## config.mk

```make
export PLATFORM = sky130hd
export DESIGN_NAME = mem_arbiter_flat
export DESIGN_NICKNAME = d
export VERILOG_FILES = /design/src/rtl/mem_arbiter_if.sv /design/src/rtl/mem_arbiter.sv /design/src/flat_wrapper.sv
export SDC_FILE = /design/constraint.sdc
export NUM_CORES = 1
export LEC_CHECK = 0
export CORE_AREA = 2 2 134 136
export DETAILED_ROUTE_END_ITERATION = 10
export DIE_AREA = 0 0 136 138
export GPL_TIMING_DRIVEN = 0
export PLACE_DENSITY = 0.72
export SKIP_CTS_REPAIR_TIMING = 1
export SLEW_MARGIN = 20
export SYNTH_ARGS = -nofsm -noshare
export SYNTH_HDL_FRONTEND = slang
export SYNTH_SLANG_ARGS = --single-unit
```

## constraint.sdc

```tcl
create_clock -name clk -period 4.5 [get_ports clk]
set_clock_uncertainty 0.15 [all_clocks]
set_input_delay 0.9 -clock clk [delete_from_list [all_inputs] [get_ports clk]]
set_output_delay 0.9 -clock clk [all_outputs]
set_load 0.005 [all_outputs]
```

## src/rtl/mem_arbiter_if.sv

```systemverilog
// Execute-unit fetch/load-store handshakes, DMA requester and external memory bus
// seen by mem_arbiter. The arbiter connects through the master modport.
interface mem_arbiter_if #(
  parameter int RV = 32,
  parameter int VA = RV
);
  localparam int AW = VA - RV/16;
  localparam int MW = RV/8;

  logic          c_ifetch;
  logic [VA-1:1] c_pc;
  logic [1:0]    c_rstrobe;
  logic [MW-1:0] c_wmask;
  logic [AW-1:0] c_addr;
  logic [RV-1:0] c_wdata;
  logic          c_io;
  logic          c_idone, c_rdone, c_wdone;
  logic [RV-1:0] c_rdata;

  logic          d_req, d_we;
  logic [AW-1:0] d_addr;
  logic [RV-1:0] d_wdata;
  logic [MW-1:0] d_wmask;
  logic          d_done;
  logic [RV-1:0] d_rdata;

  logic          m_req, m_we, m_io;
  logic [AW-1:0] m_addr;
  logic [RV-1:0] m_wdata;
  logic [MW-1:0] m_wmask;
  logic          m_ack;
  logic [RV-1:0] m_rdata;
  logic          bus_err;

  modport master (
    input  c_ifetch, c_pc, c_rstrobe, c_wmask, c_addr, c_wdata, c_io,
    output c_idone, c_rdone, c_wdone, c_rdata,
    input  d_req, d_we, d_addr, d_wdata, d_wmask,
    output d_done, d_rdata,
    output m_req, m_we, m_io, m_addr, m_wdata, m_wmask,
    input  m_ack, m_rdata,
    output bus_err
  );

  modport slave (
    output c_ifetch, c_pc, c_rstrobe, c_wmask, c_addr, c_wdata, c_io,
    input  c_idone, c_rdone, c_wdone, c_rdata,
    output d_req, d_we, d_addr, d_wdata, d_wmask,
    input  d_done, d_rdata,
    input  m_req, m_we, m_io, m_addr, m_wdata, m_wmask,
    output m_ack, m_rdata,
    input  bus_err
  );
endinterface

```

## src/rtl/mem_arbiter.sv

```systemverilog
// Single-port memory arbiter: CPU fetch/read/write vs DMA, round-robin between
// CPU and DMA, one transaction in flight, watchdog abort on missing ack.
module mem_arbiter #(
  parameter int RV      = 32,
  parameter int VA      = RV,
  parameter int TIMEOUT = 255
) (
  input  logic          clk,
  input  logic          reset,
  mem_arbiter_if.master bus
);
  localparam int AW = VA - RV/16;
  localparam int MW = RV/8;
  localparam logic [7:0] CNT_LAST = 8'(TIMEOUT - 1);

  typedef enum logic [1:0] {IDLE, BUSY, DONE} state_t;
  typedef enum logic [1:0] {OWN_FETCH, OWN_READ, OWN_WRITE, OWN_DMA} owner_t;

  typedef struct packed {
    logic          we;
    logic          io;
    logic [AW-1:0] addr;
    logic [RV-1:0] wdata;
    logic [MW-1:0] wmask;
  } bus_fields_t;

  state_t        state, state_nxt;
  owner_t        owner, win;
  bus_fields_t   fields, win_fields;
  logic          last_dma;
  logic [7:0]    cnt;
  logic          err;
  logic [RV-1:0] c_rdata_q, d_rdata_q;
  logic          cpu_pend, dma_pend, pick_dma;
  logic          grant, fin_ack, fin_to;

  assign cpu_pend = bus.c_ifetch | (|bus.c_rstrobe) | (|bus.c_wmask);
  assign dma_pend = bus.d_req;
  // DMA wins only when alone or when the CPU owned the previous transaction.
  assign pick_dma = dma_pend & (~cpu_pend | ~last_dma);

  always_comb begin
    win        = OWN_FETCH;
    win_fields = '0;
    if (pick_dma) begin
      win              = OWN_DMA;
      win_fields.we    = bus.d_we;
      win_fields.addr  = bus.d_addr;
      win_fields.wdata = bus.d_wdata;
      win_fields.wmask = bus.d_we ? bus.d_wmask : '0;
    end else if (|bus.c_wmask) begin
      win              = OWN_WRITE;
      win_fields.we    = 1'b1;
      win_fields.io    = bus.c_io;
      win_fields.addr  = bus.c_addr;
      win_fields.wdata = bus.c_wdata;
      win_fields.wmask = bus.c_wmask;
    end else if (|bus.c_rstrobe) begin
      win              = OWN_READ;
      win_fields.io    = bus.c_io;
      win_fields.addr  = bus.c_addr;
    end else begin
      win_fields.addr  = bus.c_pc[VA-1:RV/16];
    end
  end

  always_ff @(posedge clk) begin
    if (!reset) state <= IDLE;
    else        state <= state_nxt;
  end

  always_comb begin
    state_nxt = state;
    grant     = 1'b0;
    fin_ack   = 1'b0;
    fin_to    = 1'b0;
    case (state)
      IDLE: if (cpu_pend | dma_pend) begin
        grant     = 1'b1;
        state_nxt = BUSY;
      end
      BUSY: if (bus.m_ack) begin
        fin_ack   = 1'b1;
        state_nxt = DONE;
      end else if (cnt == CNT_LAST) begin
        fin_to    = 1'b1;
        state_nxt = DONE;
      end
      DONE:    state_nxt = IDLE;
      default: state_nxt = IDLE;
    endcase
  end

  always_ff @(posedge clk) begin
    if (!reset) begin
      fields    <= '0;
      owner     <= OWN_FETCH;
      last_dma  <= 1'b1;
      cnt       <= '0;
      err       <= 1'b0;
      c_rdata_q <= '0;
      d_rdata_q <= '0;
    end else begin
      if (grant) begin
        fields <= win_fields;
        owner  <= win;
        cnt    <= '0;
        err    <= 1'b0;
      end
      if (state == BUSY) cnt <= cnt + 8'd1;
      if (fin_ack || fin_to) begin
        if (owner == OWN_DMA) d_rdata_q <= fin_ack ? bus.m_rdata : '1;
        else                  c_rdata_q <= fin_ack ? bus.m_rdata : '1;
      end
      if (fin_to) err <= 1'b1;
      if (state == DONE) last_dma <= (owner == OWN_DMA);
    end
  end

  assign bus.m_req   = (state == BUSY);
  assign bus.m_we    = fields.we;
  assign bus.m_io    = fields.io;
  assign bus.m_addr  = fields.addr;
  assign bus.m_wdata = fields.wdata;
  assign bus.m_wmask = fields.wmask;

  assign bus.c_idone = (state == DONE) && (owner == OWN_FETCH);
  assign bus.c_rdone = (state == DONE) && (owner == OWN_READ);
  assign bus.c_wdone = (state == DONE) && (owner == OWN_WRITE);
  assign bus.d_done  = (state == DONE) && (owner == OWN_DMA);
  assign bus.bus_err = (state == DONE) && err;
  assign bus.c_rdata = c_rdata_q;
  assign bus.d_rdata = d_rdata_q;

  // Fetch addresses are halfword-granular; the sub-word bits never reach the bus.
  if (RV/16 > 1) begin : g_pc_low
    logic unused_pc;
    assign unused_pc = ^bus.c_pc[RV/16-1:1];
  end
endmodule

```

## src/flat_wrapper.sv

```systemverilog
// flat-port wrapper written by rule: the top's interface ports become plain ports
module mem_arbiter_flat 
#(
  parameter int RV      = 32,
  parameter int VA      = RV,
  parameter int TIMEOUT = 255
)
  (clk, reset, bus_c_ifetch, bus_c_pc, bus_c_rstrobe, bus_c_wmask, bus_c_addr, bus_c_wdata, bus_c_io, bus_c_idone, bus_c_rdone, bus_c_wdone, bus_c_rdata, bus_d_req, bus_d_we, bus_d_addr, bus_d_wdata, bus_d_wmask, bus_d_done, bus_d_rdata, bus_m_req, bus_m_we, bus_m_io, bus_m_addr, bus_m_wdata, bus_m_wmask, bus_m_ack, bus_m_rdata, bus_bus_err);
  mem_arbiter_if #(.RV(RV), .VA(VA)) bus_i ();
  input  logic clk;
  input  logic reset;
  input wire logic [$bits(bus_i.c_ifetch)-1:0] bus_c_ifetch;
  input wire logic [$bits(bus_i.c_pc)-1:0] bus_c_pc;
  input wire logic [$bits(bus_i.c_rstrobe)-1:0] bus_c_rstrobe;
  input wire logic [$bits(bus_i.c_wmask)-1:0] bus_c_wmask;
  input wire logic [$bits(bus_i.c_addr)-1:0] bus_c_addr;
  input wire logic [$bits(bus_i.c_wdata)-1:0] bus_c_wdata;
  input wire logic [$bits(bus_i.c_io)-1:0] bus_c_io;
  output wire logic [$bits(bus_i.c_idone)-1:0] bus_c_idone;
  output wire logic [$bits(bus_i.c_rdone)-1:0] bus_c_rdone;
  output wire logic [$bits(bus_i.c_wdone)-1:0] bus_c_wdone;
  output wire logic [$bits(bus_i.c_rdata)-1:0] bus_c_rdata;
  input wire logic [$bits(bus_i.d_req)-1:0] bus_d_req;
  input wire logic [$bits(bus_i.d_we)-1:0] bus_d_we;
  input wire logic [$bits(bus_i.d_addr)-1:0] bus_d_addr;
  input wire logic [$bits(bus_i.d_wdata)-1:0] bus_d_wdata;
  input wire logic [$bits(bus_i.d_wmask)-1:0] bus_d_wmask;
  output wire logic [$bits(bus_i.d_done)-1:0] bus_d_done;
  output wire logic [$bits(bus_i.d_rdata)-1:0] bus_d_rdata;
  output wire logic [$bits(bus_i.m_req)-1:0] bus_m_req;
  output wire logic [$bits(bus_i.m_we)-1:0] bus_m_we;
  output wire logic [$bits(bus_i.m_io)-1:0] bus_m_io;
  output wire logic [$bits(bus_i.m_addr)-1:0] bus_m_addr;
  output wire logic [$bits(bus_i.m_wdata)-1:0] bus_m_wdata;
  output wire logic [$bits(bus_i.m_wmask)-1:0] bus_m_wmask;
  input wire logic [$bits(bus_i.m_ack)-1:0] bus_m_ack;
  input wire logic [$bits(bus_i.m_rdata)-1:0] bus_m_rdata;
  output wire logic [$bits(bus_i.bus_err)-1:0] bus_bus_err;
  assign bus_i.c_ifetch = bus_c_ifetch;
  assign bus_i.c_pc = bus_c_pc;
  assign bus_i.c_rstrobe = bus_c_rstrobe;
  assign bus_i.c_wmask = bus_c_wmask;
  assign bus_i.c_addr = bus_c_addr;
  assign bus_i.c_wdata = bus_c_wdata;
  assign bus_i.c_io = bus_c_io;
  assign bus_c_idone = bus_i.c_idone;
  assign bus_c_rdone = bus_i.c_rdone;
  assign bus_c_wdone = bus_i.c_wdone;
  assign bus_c_rdata = bus_i.c_rdata;
  assign bus_i.d_req = bus_d_req;
  assign bus_i.d_we = bus_d_we;
  assign bus_i.d_addr = bus_d_addr;
  assign bus_i.d_wdata = bus_d_wdata;
  assign bus_i.d_wmask = bus_d_wmask;
  assign bus_d_done = bus_i.d_done;
  assign bus_d_rdata = bus_i.d_rdata;
  assign bus_m_req = bus_i.m_req;
  assign bus_m_we = bus_i.m_we;
  assign bus_m_io = bus_i.m_io;
  assign bus_m_addr = bus_i.m_addr;
  assign bus_m_wdata = bus_i.m_wdata;
  assign bus_m_wmask = bus_i.m_wmask;
  assign bus_i.m_ack = bus_m_ack;
  assign bus_i.m_rdata = bus_m_rdata;
  assign bus_bus_err = bus_i.bus_err;
  mem_arbiter #(.RV(RV), .VA(VA), .TIMEOUT(TIMEOUT)) u_core (.clk(clk), .reset(reset), .bus(bus_i));
endmodule
```

==> qor.yml <==
power_and_ir_drop:
  cellLeakagePower_nw: 3.95
  p_seq_share_pct: 39.6
  ir_drop_mv: 0.240
  fin_total_pwr_mw: 3.64
  switching_share_pct: 24.6
  p_int_mw: 2.74
  power_frac_clock_pct: 42.2
  p_switching_mw: 0.896
  share_comb_of_total_power_pct: 18.3
  powerDensity_nw_per_um2: 342
route:
  wl_per_cell_um: 19.3
  routed_wirelength_um: 23000
  via_per_inst: 5.28
  drc: 0
  ant_nets: 0
  drtPass1Iterations: 5
  vias: 6289
  first_iter_violations: 336
synthesis:
  async_reset_ff_share_pct: 0
  synthFlopType: "dfxtp_1"
  synth_top_cell_area_share_pct: 46.3
  synth_fa_ha_area_share_pct: 0.396
  synth_top_area_cell: "dfxtp_1"
  syn-instance-count: 589
  yosys.area_share.simple_pct: 11.7
  synth_xor_area_share_pct: 0.139
  synth.area.top_cells: "dfxtp_1, o221a_2, o2bb2ai_2"
  ys_seq_elements: 146
  synth_top_family_by_area: "compound AO/OA/AOI/OAI gates"
  synth.most_common_cell: "dfxtp_1"
  yosysSeqAreaShare_pct: 46.3
  ys_warn_count: 0
  synth_edf_count: 0
  synth.avg_cell_area_sq_um: 10.7
  synthMuxAreaShare_pct: 5.07
  synth-compound-area-share_pct: 31.2
  netlist_area_sq_um: 6320
  synth_nets: 795
  synth.distinct_cells: 47
  yosys-top-cells-count: "dfxtp_1, o221a_2, nand3_1, nor2_1, clkbuf_1"
global_route:
  grt_overflow: 0
  antenna_found_initial: 0
  track_usage_pct: 24.0
  grt_max_degree: 17
  grt_pass1_wl_um: 35200
  grt_pass1_vias: 6310
die:
  dieArea_sq_um: 18800
  core_sq_um: 17500
  std_cell_rows: 49
  die_w_um: 136
  start_util_pct: 36.0
  die_y_um: 138
  boundaryPins: 342
worst_setup_path:
  crit_top_cell: "buf_4"
  critPathArrivalTime_ps: 3420
  slowest_stage: "nor4_2"
  path_delay_family: "simple AND/OR/NAND/NOR gates"
  path_max_fanout: 10
  worstSetupEndpointType: "flip-flop"
  critPathKind: "in2reg"
  critical_path_required_ps: 4640
  cp-start-kind: "primary input"
  setup.worst_path.start: "bus_c_wmask[2]"
  r2r_start: "u_core.cnt[0]"
  path_cells: "clkdlybuf4s50_1, nor4_2, a21o_1, buf_4, buf_4, mux2i_1, o2bb2ai_2"
  path_buf_inv: 3
  max_stage_delay_ps: 940
sta:
  hold_ws_ps: 310
  relSlewSlack_pct: 28.3
  fin_tns_setup_ps: 0
  setup_viol: 0
  period_share_pct: 72.8
  period_needed_ps: 3270
  max_slew.worst_pin.slew_ps: 1070
  rsz0062_at_grt: "no"
  clock.fmax_mhz: 305
  hold_violations: 0
  final-max-slew-violation-count: 0
  setup_slack_ps: 1230
job:
  cap_violations: 0
status:
  status: "finished clean"
placed_design:
  hpwl_um: 18100
  port-buffer-count: 340
  place_congestion: 0.819
  pre_cts_ws_ps: 765
  dp.cells: 1158
  post_dp_cell_area_sq_um: 10000
cts:
  clock-sinks: 146
  cts-root-buf: "clkbuf_16"
  clockBufferDepth: 2
  cts_max_level: 4
  insertion_delay_ps: 410
  cts.clk_slew.worst_paths_ps: 60
  cts_tree: "yes"
  numCtsBuffers: 17
final_layout:
  drive_above_1_share_pct: 16.1
  design_area_sq_um: 10600
  nets: 1154
  syn_to_final_growth_pct: 68.5
  fin_util_pct: 60.7
  layoutNonFillerInstCount: 1190
  n_antenna_cell: 0
hold_path:
  hold_class: "reg2reg"
  min_from: "u_core.cnt[7]"
[path summary, 6_finish.rpt]
check                            to  slack [ps]  cells after the start
max          u_core.bus.m_wdata[27]        1230                      7
min                   u_core.cnt[7]         310                      1
min reg2reg           u_core.cnt[7]         310                      1
max reg2reg  u_core.bus.d_rdata[25]        2090                      7
[cells in the final DEF, fill, tap and decap left out, types with 4 or more instances in the layout]
| master | count |
|---|---|
| o221a_2 | 64 |
| o2bb2ai_2 | 30 |
| buf_4 | 5 |
| inv_6 | 4 |
| bufinv_16 | 4 |
| buf_2 | 17 |
| clkbuf_16 | 17 |
| nor3_1 | 11 |
| nor2_1 | 36 |
| clkbuf_1 | 34 |
| nand2_1 | 10 |
| mux2i_1 | 32 |
| o21ai_0 | 13 |
| nand3_1 | 36 |
| a32oi_1 | 4 |
| and3_1 | 32 |
| o31ai_1 | 30 |
| inv_1 | 5 |
| clkdlybuf4s50_1 | 340 |
| dfxtp_1 | 146 |
| a211oi_1 | 31 |
| a21oi_1 | 12 |
[power by group through the flow]
stage               combinational, mW  sequential [mW]  clock, mW
global placement                0.664             1.46          0
global route                    0.710             1.45       1.61
floorplan                       0.226             1.47          0
finish                          0.664             1.44       1.54
detailed placement              0.667             1.47          0
CTS                             0.671             1.44       1.55
[sequential cells by signal (all words and copies together) (netlist names)]
signal / flops
u_core.err: 1
u_core.last_dma: 1
u_core.bus.m_we: 1
u_core.bus.m_addr: 30
u_core.state: 2
u_core.bus.c_rdata: 32
u_core.bus.m_wdata: 32
u_core.owner: 2
u_core.cnt: 8
u_core.bus.d_rdata: 32
u_core.bus.m_wmask: 4
u_core.bus.m_io: 1
[routing by layer]
layer | global-route usage, % | vias to the layer above | share of wire (%) | wire (um)
li1 | - | 3053 | - | -
met1 | 27.9 | 2964 | 40 | 9160
met2 | 42.1 | 249 | 50 | 11500
met3 | 7.96 | 23 | 8.7 | 1990
met4 | 6.14 | 0 | 1.5 | 342
met5 | 0 | - | 0 | 0
[worst reg2reg max path, delay by kind of cell (launching register included)]
family	cells	cell delay, ps
fa+ha+maj	1	140
flops	1	350
buf+inv	2	510
simple gates	2	840
compound gates	2	370
[cell families after synthesis]
logic type	after synthesis
compound gates	203
xor+xnor	1
fa+ha+maj	2
buf+inv	64
flops	146
mux	32
simple gates	141
[final cells by class]
| cell class | count | area (sq um) |
|---|---|---|
| clock inverter | 13 | 196 |
| multi-input combinational | 379 | 3060 |
| buffer | 58 | 307 |
| timing repair buffer | 340 | 3400 |
| clock buffer | 19 | 443 |
| sequential | 146 | 2920 |
| tap | 229 | 287 |
| inverter | 6 | 22.5 |
| fill | 1573 | 6890 |
(Power assumes the default switching activity.)
